==> src/rtl/axis_i2s_param.sv <==
// AXI-Stream <-> I2S controller for the Pmod I2S2 with both codecs in slave mode.
// A single free-running frame counter derives lrck/sclk; TX is double-buffered, RX is sign-extended.
module axis_i2s_param #(
    parameter int DATA_WIDTH    = 24,
    parameter int SLOT_BITS     = 32,
    parameter int SCLK_DIV_LOG2 = 3,
    parameter bit STEREO        = 1'b1
) (
    input  logic        axis_clk,
    input  logic        axis_reset,
    input  logic [31:0] tx_axis_s_data,
    input  logic        tx_axis_s_valid,
    output logic        tx_axis_s_ready,
    input  logic        tx_axis_s_last,
    output logic [31:0] rx_axis_m_data,
    output logic        rx_axis_m_valid,
    input  logic        rx_axis_m_ready,
    output logic        rx_axis_m_last,
    output logic        tx_mclk,
    output logic        rx_mclk,
    output logic        tx_lrck,
    output logic        rx_lrck,
    output logic        tx_sclk,
    output logic        rx_sclk,
    output logic        tx_sdout,
    input  logic        rx_sdin,
    output logic        tx_underrun,
    output logic        rx_overrun
);

    localparam int K         = SCLK_DIV_LOG2;
    localparam int FRAME_LEN = 2 * SLOT_BITS * (2 ** K);
    localparam int CW        = $clog2(FRAME_LEN);
    localparam int BW        = CW - 1 - K;
    localparam int DW        = DATA_WIDTH;
    localparam logic [BW-1:0] DW_B      = BW'(DW);
    localparam logic [K-1:0]  SAMPLE_PH = K'((2 ** (K - 1)) - 1);
    localparam logic [CW-1:0] LAST_CNT  = CW'(FRAME_LEN - 1);

    function automatic logic [31:0] sext(input logic [DW-1:0] v);
        sext = {{(32 - DW){v[DW-1]}}, v};
    endfunction

    logic [CW-1:0] cnt_q, cnt_d;
    logic [BW-1:0] b_s, nx_b_s;
    logic          lr_s, nx_lr_s;
    logic [DW-1:0] tx_word_s, tx_shift_s, in_data_s;
    logic          tx_bit_s, sdout_q, sdout_d;
    logic [2:0]    sync_q;
    logic [DW-1:0] rx_l_q, rx_l_d, rx_r_q, rx_r_d;
    logic          full_q, full_d, pos_q, pos_d, accept_s;
    logic [DW-1:0] buf_l_q, buf_l_d, buf_r_q, buf_r_d;
    logic [DW-1:0] tx_l_q, tx_l_d, tx_r_q, tx_r_d;
    logic          underrun_q, underrun_d, overrun_q, overrun_d;
    logic          rx_valid_q, rx_valid_d, rx_last_q, rx_last_d;
    logic [31:0]   rx_data_q, rx_data_d;
    logic [DW-1:0] cap_r_q, cap_r_d;
    logic          unused_s;

    assign in_data_s = tx_axis_s_data[DW-1:0];
    assign unused_s  = ^tx_axis_s_data;
    assign accept_s  = tx_axis_s_valid & ~full_q;

    // Frame counter and next serial TX bit; tx_sdout only moves as sclk falls (low bits roll to 0).
    always_comb begin
        cnt_d      = (cnt_q == LAST_CNT) ? '0 : cnt_q + CW'(1);
        nx_b_s     = cnt_d[CW-2:K];
        nx_lr_s    = cnt_d[CW-1];
        tx_word_s  = nx_lr_s ? tx_r_q : tx_l_q;
        tx_shift_s = tx_word_s >> (DW_B - nx_b_s);
        if ((nx_b_s != '0) && (nx_b_s <= DW_B)) begin
            tx_bit_s = tx_shift_s[0];
        end else begin
            tx_bit_s = 1'b0;
        end
        if (cnt_d[K-1:0] == '0) begin
            sdout_d = tx_bit_s;
        end else begin
            sdout_d = sdout_q;
        end
    end

    // RX shift registers, sampled the cycle before sclk rises.
    always_comb begin
        b_s    = cnt_q[CW-2:K];
        lr_s   = cnt_q[CW-1];
        rx_l_d = rx_l_q;
        rx_r_d = rx_r_q;
        if ((cnt_q[K-1:0] == SAMPLE_PH) && (b_s != '0) && (b_s <= DW_B)) begin
            if (lr_s) begin
                rx_r_d = {rx_r_q[DW-2:0], sync_q[2]};
            end else begin
                rx_l_d = {rx_l_q[DW-2:0], sync_q[2]};
            end
        end else begin
            rx_l_d = rx_l_q;
            rx_r_d = rx_r_q;
        end
    end

    // TX holding buffer fill and frame-start load (the load sees full_q from before this cycle).
    always_comb begin
        full_d     = full_q;
        pos_d      = pos_q;
        buf_l_d    = buf_l_q;
        buf_r_d    = buf_r_q;
        tx_l_d     = tx_l_q;
        tx_r_d     = tx_r_q;
        underrun_d = 1'b0;
        if (cnt_q == '0) begin
            if (full_q) begin
                tx_l_d = buf_l_q;
                tx_r_d = buf_r_q;
                full_d = 1'b0;
            end else begin
                tx_l_d     = '0;
                tx_r_d     = '0;
                underrun_d = 1'b1;
            end
        end else begin
            tx_l_d = tx_l_q;
        end
        if (accept_s) begin
            if (STEREO == 1'b0) begin
                buf_l_d = in_data_s;
                buf_r_d = in_data_s;
                full_d  = 1'b1;
            end else if (pos_q == 1'b0) begin
                buf_l_d = in_data_s;
                if (tx_axis_s_last) begin
                    buf_r_d = in_data_s;
                    full_d  = 1'b1;
                end else begin
                    pos_d = 1'b1;
                end
            end else begin
                buf_r_d = in_data_s;
                full_d  = 1'b1;
                pos_d   = 1'b0;
            end
        end else begin
            pos_d = pos_q;
        end
    end

    // RX output beats and end-of-frame capture; a frame arriving while a beat is held is dropped.
    always_comb begin
        rx_valid_d = rx_valid_q;
        rx_last_d  = rx_last_q;
        rx_data_d  = rx_data_q;
        cap_r_d    = cap_r_q;
        overrun_d  = 1'b0;
        if (rx_valid_q && rx_axis_m_ready) begin
            rx_last_d = ~rx_last_q;
            if ((STEREO == 1'b1) && !rx_last_q) begin
                rx_data_d = sext(cap_r_q);
            end else begin
                rx_valid_d = 1'b0;
            end
        end else begin
            rx_last_d = rx_last_q;
        end
        if (cnt_q == LAST_CNT) begin
            if (!rx_valid_q) begin
                rx_data_d  = sext(rx_l_q);
                cap_r_d    = rx_r_q;
                rx_valid_d = 1'b1;
                rx_last_d  = (STEREO == 1'b0);
            end else begin
                overrun_d = 1'b1;
            end
        end else begin
            overrun_d = 1'b0;
        end
    end

    // State registers with synchronous reset.
    always_ff @(posedge axis_clk) begin
        if (axis_reset) begin
            cnt_q      <= '0;
            sdout_q    <= 1'b0;
            sync_q     <= 3'b000;
            rx_l_q     <= '0;
            rx_r_q     <= '0;
            full_q     <= 1'b0;
            pos_q      <= 1'b0;
            buf_l_q    <= '0;
            buf_r_q    <= '0;
            tx_l_q     <= '0;
            tx_r_q     <= '0;
            underrun_q <= 1'b0;
            overrun_q  <= 1'b0;
            rx_valid_q <= 1'b0;
            rx_last_q  <= 1'b0;
            rx_data_q  <= 32'd0;
            cap_r_q    <= '0;
        end else begin
            cnt_q      <= cnt_d;
            sdout_q    <= sdout_d;
            sync_q     <= {sync_q[1:0], rx_sdin};
            rx_l_q     <= rx_l_d;
            rx_r_q     <= rx_r_d;
            full_q     <= full_d;
            pos_q      <= pos_d;
            buf_l_q    <= buf_l_d;
            buf_r_q    <= buf_r_d;
            tx_l_q     <= tx_l_d;
            tx_r_q     <= tx_r_d;
            underrun_q <= underrun_d;
            overrun_q  <= overrun_d;
            rx_valid_q <= rx_valid_d;
            rx_last_q  <= rx_last_d;
            rx_data_q  <= rx_data_d;
            cap_r_q    <= cap_r_d;
        end
    end

    assign tx_axis_s_ready = ~full_q & ~axis_reset;
    assign rx_axis_m_data  = rx_data_q;
    assign rx_axis_m_valid = rx_valid_q;
    assign rx_axis_m_last  = rx_last_q;
    assign tx_mclk         = axis_clk;
    assign rx_mclk         = axis_clk;
    assign tx_lrck         = cnt_q[CW-1];
    assign rx_lrck         = cnt_q[CW-1];
    assign tx_sclk         = cnt_q[K-1];
    assign rx_sclk         = cnt_q[K-1];
    assign tx_sdout        = sdout_q;
    assign tx_underrun     = underrun_q;
    assign rx_overrun      = overrun_q;

endmodule
==> config.mk <==
export PLATFORM = sky130hd
export DESIGN_NAME = axis_i2s_param
export DESIGN_NICKNAME = d
export VERILOG_FILES = /design/src/rtl/axis_i2s_param.sv
export SDC_FILE = /design/constraint.sdc
export NUM_CORES = 1
export LEC_CHECK = 0
export BUFFER_PORTS_ARGS = -buffer_cell sky130_fd_sc_hd__buf_4
export CAP_MARGIN = 20
export CORE_MARGIN = 4
export CORE_UTILIZATION = 55
export DETAILED_ROUTE_END_ITERATION = 8
export PLACE_DENSITY = 0.78
export RECOVER_POWER = 100
export REMOVE_ABC_BUFFERS = 1
export SLEW_MARGIN = 20
export SYNTH_ARGS = -nofsm -noshare
export SYNTH_HDL_FRONTEND = slang
export SYNTH_SLANG_ARGS = --single-unit
==> constraint.sdc <==
create_clock -name axis_clk -period 7 [get_ports axis_clk]
set_clock_uncertainty 0.15 [all_clocks]
set_input_delay 1.4 -clock axis_clk [delete_from_list [all_inputs] [get_ports axis_clk]]
set_output_delay 1.4 -clock axis_clk [all_outputs]
set_load 0.005 [all_outputs]
* After elaboration in Yosys (flattened, before gate mapping)
Cells that the tools add are included.
** Word-level totals
- Register bits after elaboration :: 219
- Bits of input ports :: 38
- Output and inout port bits :: 44
- Memories :: 0
- Bits in latches :: 0
- Bits in writable memories :: 0
- Logic and storage cells :: 76
- Memory bits (read-only) :: 0
** Cells by class
- Add/sub/neg operators :: 2
- Divide/modulo/power cells :: 0
- $mul :: 0
- Reduce and logical (&&, ||, !) cells :: 16
- Bitwise gates (word level) :: 10
- Magnitude comparators :: 2
- Equality and inequality tests :: 2
- Shifts and indexed selects :: 1
- Mux-type cells :: 26
** Operators with widths (count)
- $mux 32 :: 4
- $mux 24 :: 5
- $shr 24x5->1 :: 1
- $mux 1 :: 16
- $le 5x5->1 const B :: 2
- $reduce_and 2->1 :: 5
- $reduce_bool 5->1 :: 2
- $add 9x1->9 const B :: 1
- $eq 9x9->1 const B :: 1
- $logic_not 9->1 :: 1
- $mux 9 :: 1
- $not 1->1 :: 8
- $sub 5x5->5 const A :: 1
- $logic_and 1x1->1 :: 4
- $reduce_or 2->1 :: 2
- $eq 3x2->1 const B :: 1
- $logic_not 3->1 :: 1
- $and 1x1->1 :: 2
- $reduce_bool 2->1 :: 1

* Logic depth before layout (Yosys ltp)
Gate-level depths: netlist of the first run.
- Depth after elaboration :: 5
- Depth in mapped cells :: 18
- Gate-level depth less buffers :: 14

==> results of run 1 <==
[cell families (layout without fill, tap and decap cells)]
| logic type | count (synthesis) | after routing |
|---|---|---|
| buf+inv | 98 | 136 |
| fa+ha+maj | 5 | 5 |
| flops | 219 | 219 |
| mux | 29 | 29 |
| compound gates | 236 | 236 |
| xor+xnor | 2 | 2 |
| simple gates | 489 | 489 |
[worst min-delay path by stage]
stage	startpoint	to	slack (ns)	cells past startpoint
global route	sync_q[0]	sync_q[1]	0.31	1
global placement	sync_q[0]	sync_q[1]	0.27	1
detailed placement	sync_q[1]	sync_q[2]	0.27	1
CTS	sync_q[1]	sync_q[2]	0.28	1
floorplan	sync_q[0]	sync_q[1]	0.26	1
finish	sync_q[1]	sync_q[2]	0.28	1
[placed cells by master (no fill, tap or decap), types with 2 or more instances in the layout]
master	count
nand2_1	354
dfxtp_1	219
a21oi_1	186
nand3_1	54
clkbuf_4	44
nor2_1	43
buf_4	33
clkbuf_16	27
a311oi_1	23
mux2i_1	20
clkbuf_1	13
nor3_1	11
nor2b_1	9
inv_1	7
o21ai_0	6
mux4_1	6
clkbuf_8	6
ha_1	5
o211ai_1	3
a31oi_1	3
and3_1	2
inv_2	2
nand2b_1	2
nand3b_1	2
nand4_1	2
or3_1	2
o21a_1	2
o2111ai_1	2
mux4_2	2
[layer usage]
| layer | GRT usage (%) | vias up |
|---|---|---|
| li1 | - | 3673 |
| met1 | 25.0 | 3319 |
| met2 | 34.8 | 156 |
| met3 | 3.78 | 34 |
| met4 | 5.77 | 0 |
| met5 | 0 | - |
[final cells by class]
type / count / area (um2)
Sequential cell: 219 / 4380
Multi-Input combinational cell: 761 / 3860
Clock buffer: 42 / 800
Clock inverter: 3 / 42.5
Timing Repair Buffer: 82 / 597
Fill cell: 1344 / 5340
Inverter: 9 / 33.8
Tap cell: 211 / 264
[power by group through the flow]
stage	clock network, W	registers [W]	logic (W)
floorplan	0	0.00131	0.0000657
global placement	0.0000185	0.00131	0.000138
detailed placement	0.0000185	0.00131	0.000139
CTS	0.00132	0.00128	0.000139
global route	0.00138	0.00129	0.000154
finish	0.00130	0.00128	0.000138
[stage by stage]
stage,power [W],area [um2],hold WS [ns]
2_1_floorplan,0.00138,8270,0.264
3_3_place_gp,0.00147,9170,0.269
3_5_place_dp,0.00147,9170,0.271
4_1_cts,0.00275,10000,0.285
5_1_grt,0.00282,9980,0.312
6_report,0.00272,9980,0.283
[flip-flops by register name, indices dropped and copies added, names as in the netlist]
| register | count |
|---|---|
| tx_r_q | 24 |
| rx_l_q | 24 |
| tx_sdout | 1 |
| rx_axis_m_valid | 1 |
| full_q | 1 |
| rx_overrun | 1 |
| cnt_q | 9 |
| rx_r_q | 24 |
| rx_axis_m_last | 1 |
| pos_q | 1 |
| tx_l_q | 24 |
| cap_r_q | 24 |
| sync_q | 3 |
| rx_axis_m_data | 32 |
| buf_l_q | 24 |
| buf_r_q | 24 |
| tx_underrun | 1 |
[critical path: cells and delay by family]
kind | cells | cell delay [ns]
buffers and inverters | 3 | 0.37
==> metrics.cfg, run 1 <==
[run_status]
run_status = finished with violations
violations = max-capacitance violations, max-slew violations

[worst_setup_path]
crit_chain = clkbuf_16 > clkbuf_16 > clkbuf_4
crit_top_cell = clkbuf_16
worst_ep_arrival_time_ns = 3.88
crit_path_end_kind = output pin
max_stage_delay_ns = 0.13
worstSetupStartpoint = axis_clk
worstPathRequired_ns = 5.45
cp_slowest_cell = clkbuf_16
crit_type = clk2out
reg2reg_from = cnt_q[2]
critical_path.max_fanout = 2
crit_path_start_kind = clock port
reg2reg_depth = 13
r2r-end = tx_sdout
r2r_slack_ns = 2.02
crit_end = rx_mclk

[sta]
hold_viol = 0
rsz0062_at_grt = false
setup_viol_count_final = 0
max_slew_margin_pct = -136
slew_viol_final = 205
fin_setup_tns_ns = 0
worst_slew_pin_slew_ns = 3.54
setup_ws_ns = 1.57

[pwr]
power_density_mw_per_mm2 = 273
leakagePower_nw = 3.50
p_sw_share_pct = 21.9
p_seq_share_pct = 47.2
p_sw_w = 0.000597
worst_ir_drop_vdd_uv = 206
clkPwrFrac_pct = 47.7
p_int_w = 0.00212
combPwrFrac_pct = 5.1

[cells_and_area]
antennaDiodeCount = 0
layout-drive-gt1-share_pct = 11.2
nNetsFinal = 1145
layout.cells.non_filler = 1327
syn2layout_area_growth_pct = 14.9
postLayoutCoreUtil_pct = 65.2

[synthesis]
synthAdderAreaFrac_pct = 0.720
ys_ff_latch = 219
netlist.area_leader.share_pct = 50.5
synth-seq-area-share_pct = 50.5
synth_compound_area_share_pct = 15.7
synth_async_sr_flop_share_pct = 0
synth_area_mm2 = 0.00868
yosys_most_used_dff = dfxtp_1
synth_xor_xnor_area_share_pct = 0.202
muxShareOfSynthArea_pct = 4.81
yosys-top-cells-count = nand2_1 (354), dfxtp_1 (219), a21oi_1 (186)
yosys-top-cells-area = dfxtp_1 (50%), nand2_1 (15%), a21oi_1 (11%), clkbuf_1 (3.3%), nand3_1 (3.1%)
synth_enable_flop_cells = 0
yosysMostFrequentCell = nand2_1
syn_area_per_cell_um2 = 8.06
ys_types = 53
synth_top_family_by_area = simple AND/OR/NAND/NOR gates
synthSimpleGateAreaFrac_pct = 23.0
ys_warn_count = 0
synth_area_leader_cell = dfxtp_1
syn-instance-count = 1078

[routing]
wl_met2_um = 8780
drc = 0
wl_per_cell_um = 13.7
vias = 7182
highest_layer = met4
avgViaCountPerCell = 5.41
route.met3.wl_um = 845
postRouteAntennaNets = 0
m1WireLength_um = 8200
drt_iter0_drc = 486
drt_first_pass_iters = 5
drt-total-wl_um = 18200

[die]
start_util_pct = 56.7
pin_count = 82
core_region_area_mm2 = 0.0153
die_h_um = 134
row_count = 45
die-area_mm2 = 0.0179
die_width_um = 134

[hold_path]
min_path_type = reg2reg

[global_route]
grt_start_max_net_pins = 132
grt_pass1_wl_um = 30500
overflow = 0
grt_pass1_vias = 6700
antenna_found_initial = 0
grt_usage_pct = 19.9

[clocking]
cts_setup_buffers = 0
cts_tree = yes
hold_buffers = 0
worstSkewPairLatency_ns = 0.60
clk_pin_slew_worst_paths_ns = 0.06
cts_resized = 0

[place]
place_inst = 1284
place_congestion = 0.801
dp_hpwl_um = 10500
io_buffers = 73
dp_slack_ns = 1.84

[flow_run]
drv_cap = 3

(Power assumes the default switching activity.)
==> run 2, diff against run 1 <==
Clock period 7 ns to 5.3 ns, I/O delays scaled along.
==> run 2 against run 1 <==
The run still ends with max-capacitance violations, max-slew violations left. Global-route usage is 0.75 points higher. Count of clock-buffer cells in the layout is 4 lower. Via count is 1.5% higher. Largest power group unchanged.
==> metrics.cfg, run 2 (synthesis gave the netlist of run 1 again) <==
[run_status]
run_status = finished with violations  ; unchanged
violations = max-capacitance violations, max-slew violations  ; unchanged

[sta]
worst_slew_pin_slew_ns = 2.43  ; was 3.54 ns
min_period_ns = 4.66
period_share_pct = 87.9
rsz0062_at_grt = false  ; unchanged
slew_viol_final = 164  ; was 205
hold_viol = 0  ; unchanged
setup_viol_count_final = 0  ; unchanged
max_freq_mhz = 215
max_slew_margin_pct = -62.1  ; was -136%
fin_setup_tns_ns = 0  ; unchanged

[routing]
wl_per_cell_um = 14.2  ; was 13.7 um
postRouteAntennaNets = 0  ; unchanged
drt_first_pass_iters = 5  ; unchanged
drc = 0  ; unchanged
vias = 7293  ; was 7182
drt-total-wl_um = 18900  ; was 18200 um
drt_iter0_drc = 479  ; was 486
avgViaCountPerCell = 5.48  ; was 5.41

[worst_setup_path]
crit_type = reg2reg  ; was clk2out
max_stage_delay_ns = 0.57  ; was 0.13 ns
crit_chain = nand3_1 > nor3_1 > ha_1 > and2b_1 > mux2_4 > inv_2 > ha_1 > clkbuf_1 > mux2i_1 > mux4_2 > a21bo_2 > o211a_1 > o211ai_1 > nand3_1  ; was clkbuf_16 > clkbuf_16 > clkbuf_4
crit_path_start_kind = flop  ; was clock port
worst_ep_arrival_time_ns = 4.99  ; was 3.88 ns
crit_path_end_kind = flop  ; was output pin
critical_path.max_fanout = 13  ; was 2
cp_slowest_cell = ha_1  ; was clkbuf_16
worstPathRequired_ns = 5.64  ; was 5.45 ns

[cells_and_area]
postLayoutCoreUtil_pct = 65.5  ; was 65.2%
syn2layout_area_growth_pct = 15.6  ; was 14.9%
largest_register_ffs = 32  ; unchanged
final_cell_mix = nand2_1 (354), dfxtp_1 (219), a21oi_1 (186)  ; unchanged
nNetsFinal = 1147  ; was 1145
antennaDiodeCount = 0  ; unchanged
final_common_cell = nand2_1  ; unchanged
layout-drive-gt1-share_pct = 11.5  ; was 11.2%

[hold_path]
min_path_type = reg2reg  ; unchanged

[die]
core_region_area_mm2 = 0.0153  ; unchanged
start_util_pct = 56.7  ; unchanged
row_count = 45  ; unchanged
die-area_mm2 = 0.0179  ; unchanged
die_h_um = 134  ; unchanged
pin_count = 82  ; unchanged
die_width_um = 134  ; unchanged

[flow_run]
drv_cap = 3  ; unchanged

[clocking]
cts_tree = yes  ; unchanged
cts_setup_buffers = 0  ; unchanged
worstSkewPairLatency_ns = 0.61  ; was 0.60 ns
clk_pin_slew_worst_paths_ns = 0.06  ; about the same
cts_resized = 0  ; unchanged
hold_buffers = 0  ; unchanged

[place]
place_congestion = 0.803  ; was 0.801
io_buffers = 73  ; unchanged
dp_hpwl_um = 11100  ; was 10500 um

[global_route]
grt_usage_pct = 20.6  ; was 19.9%
grt_pass1_vias = 6758  ; was 6700
grt_pass1_wl_um = 31700  ; was 30500 um
antenna_found_initial = 0  ; unchanged
overflow = 0  ; unchanged
grt_start_max_net_pins = 101  ; was 132

[pwr]
power.total_w = 0.00368  ; was 0.00272 W
power_density_mw_per_mm2 = 366  ; was 273 mW/mm2
leakagePower_nw = 3.55  ; was 3.50 nW
worst_ir_drop_vdd_uv = 353  ; was 206 uV

==> run 2: worst max-delay path: cells and delay by family, from the launching register on <==
family / cells / cell delay [ns]
fa+ha+maj: 2 / 0.97
simple gates: 4 / 0.97
mux: 3 / 0.88
buf+inv: 2 / 0.55
compound gates: 3 / 0.52
flops: 1 / 0.49
==> run 2: cell type report <==
class	instances	area, um2
clock buffers	38	774
clock inverters	7	110
fillers	1360	5280
inverters	9	33.8
multi-input cells	761	3850
flip-flops and latches	219	4380
well taps	211	264
repair buffers	85	616
==> run 2: metal layers <==
metal  global-route usage [%]  vias to the layer above  part of all wire [%]
met4                     6.17                        0                   1.9
li1                         -                     3671                     -
met3                     3.93                       34                   4.6
met1                     26.3                     3415                    45
met5                        0                        -                     0
met2                     35.7                      173                    49
==> run 2: final timing paths <==
kind         startpoint        end  slack [ns]  cells past startpoint
max            cnt_q[2]   tx_sdout        0.64                     14
min           sync_q[1]  sync_q[2]        0.28                      1
min reg2reg   sync_q[1]  sync_q[2]        0.28                      1
max reg2reg    cnt_q[2]   tx_sdout        0.64                     14
==> run 2: per-stage QoR <==
step                hold slack [ns]  instance area [um2]  cells  setup WS, ns
floorplan                     0.264                 8270    989          1.04
global placement              0.269                 9200   1287         0.991
detailed placement            0.270                 9200   1287         0.894
CTS                           0.283                10100   1330         0.808
global route                  0.302                10000   1330         0.279
finish                        0.281                10000   1330         0.642
==> run 2: where the power goes <==
part	internal, W	switching [W]
clock	0.00115	0.000648
sequential	0.00168	0.0000182
combinational	0.0000520	0.000131
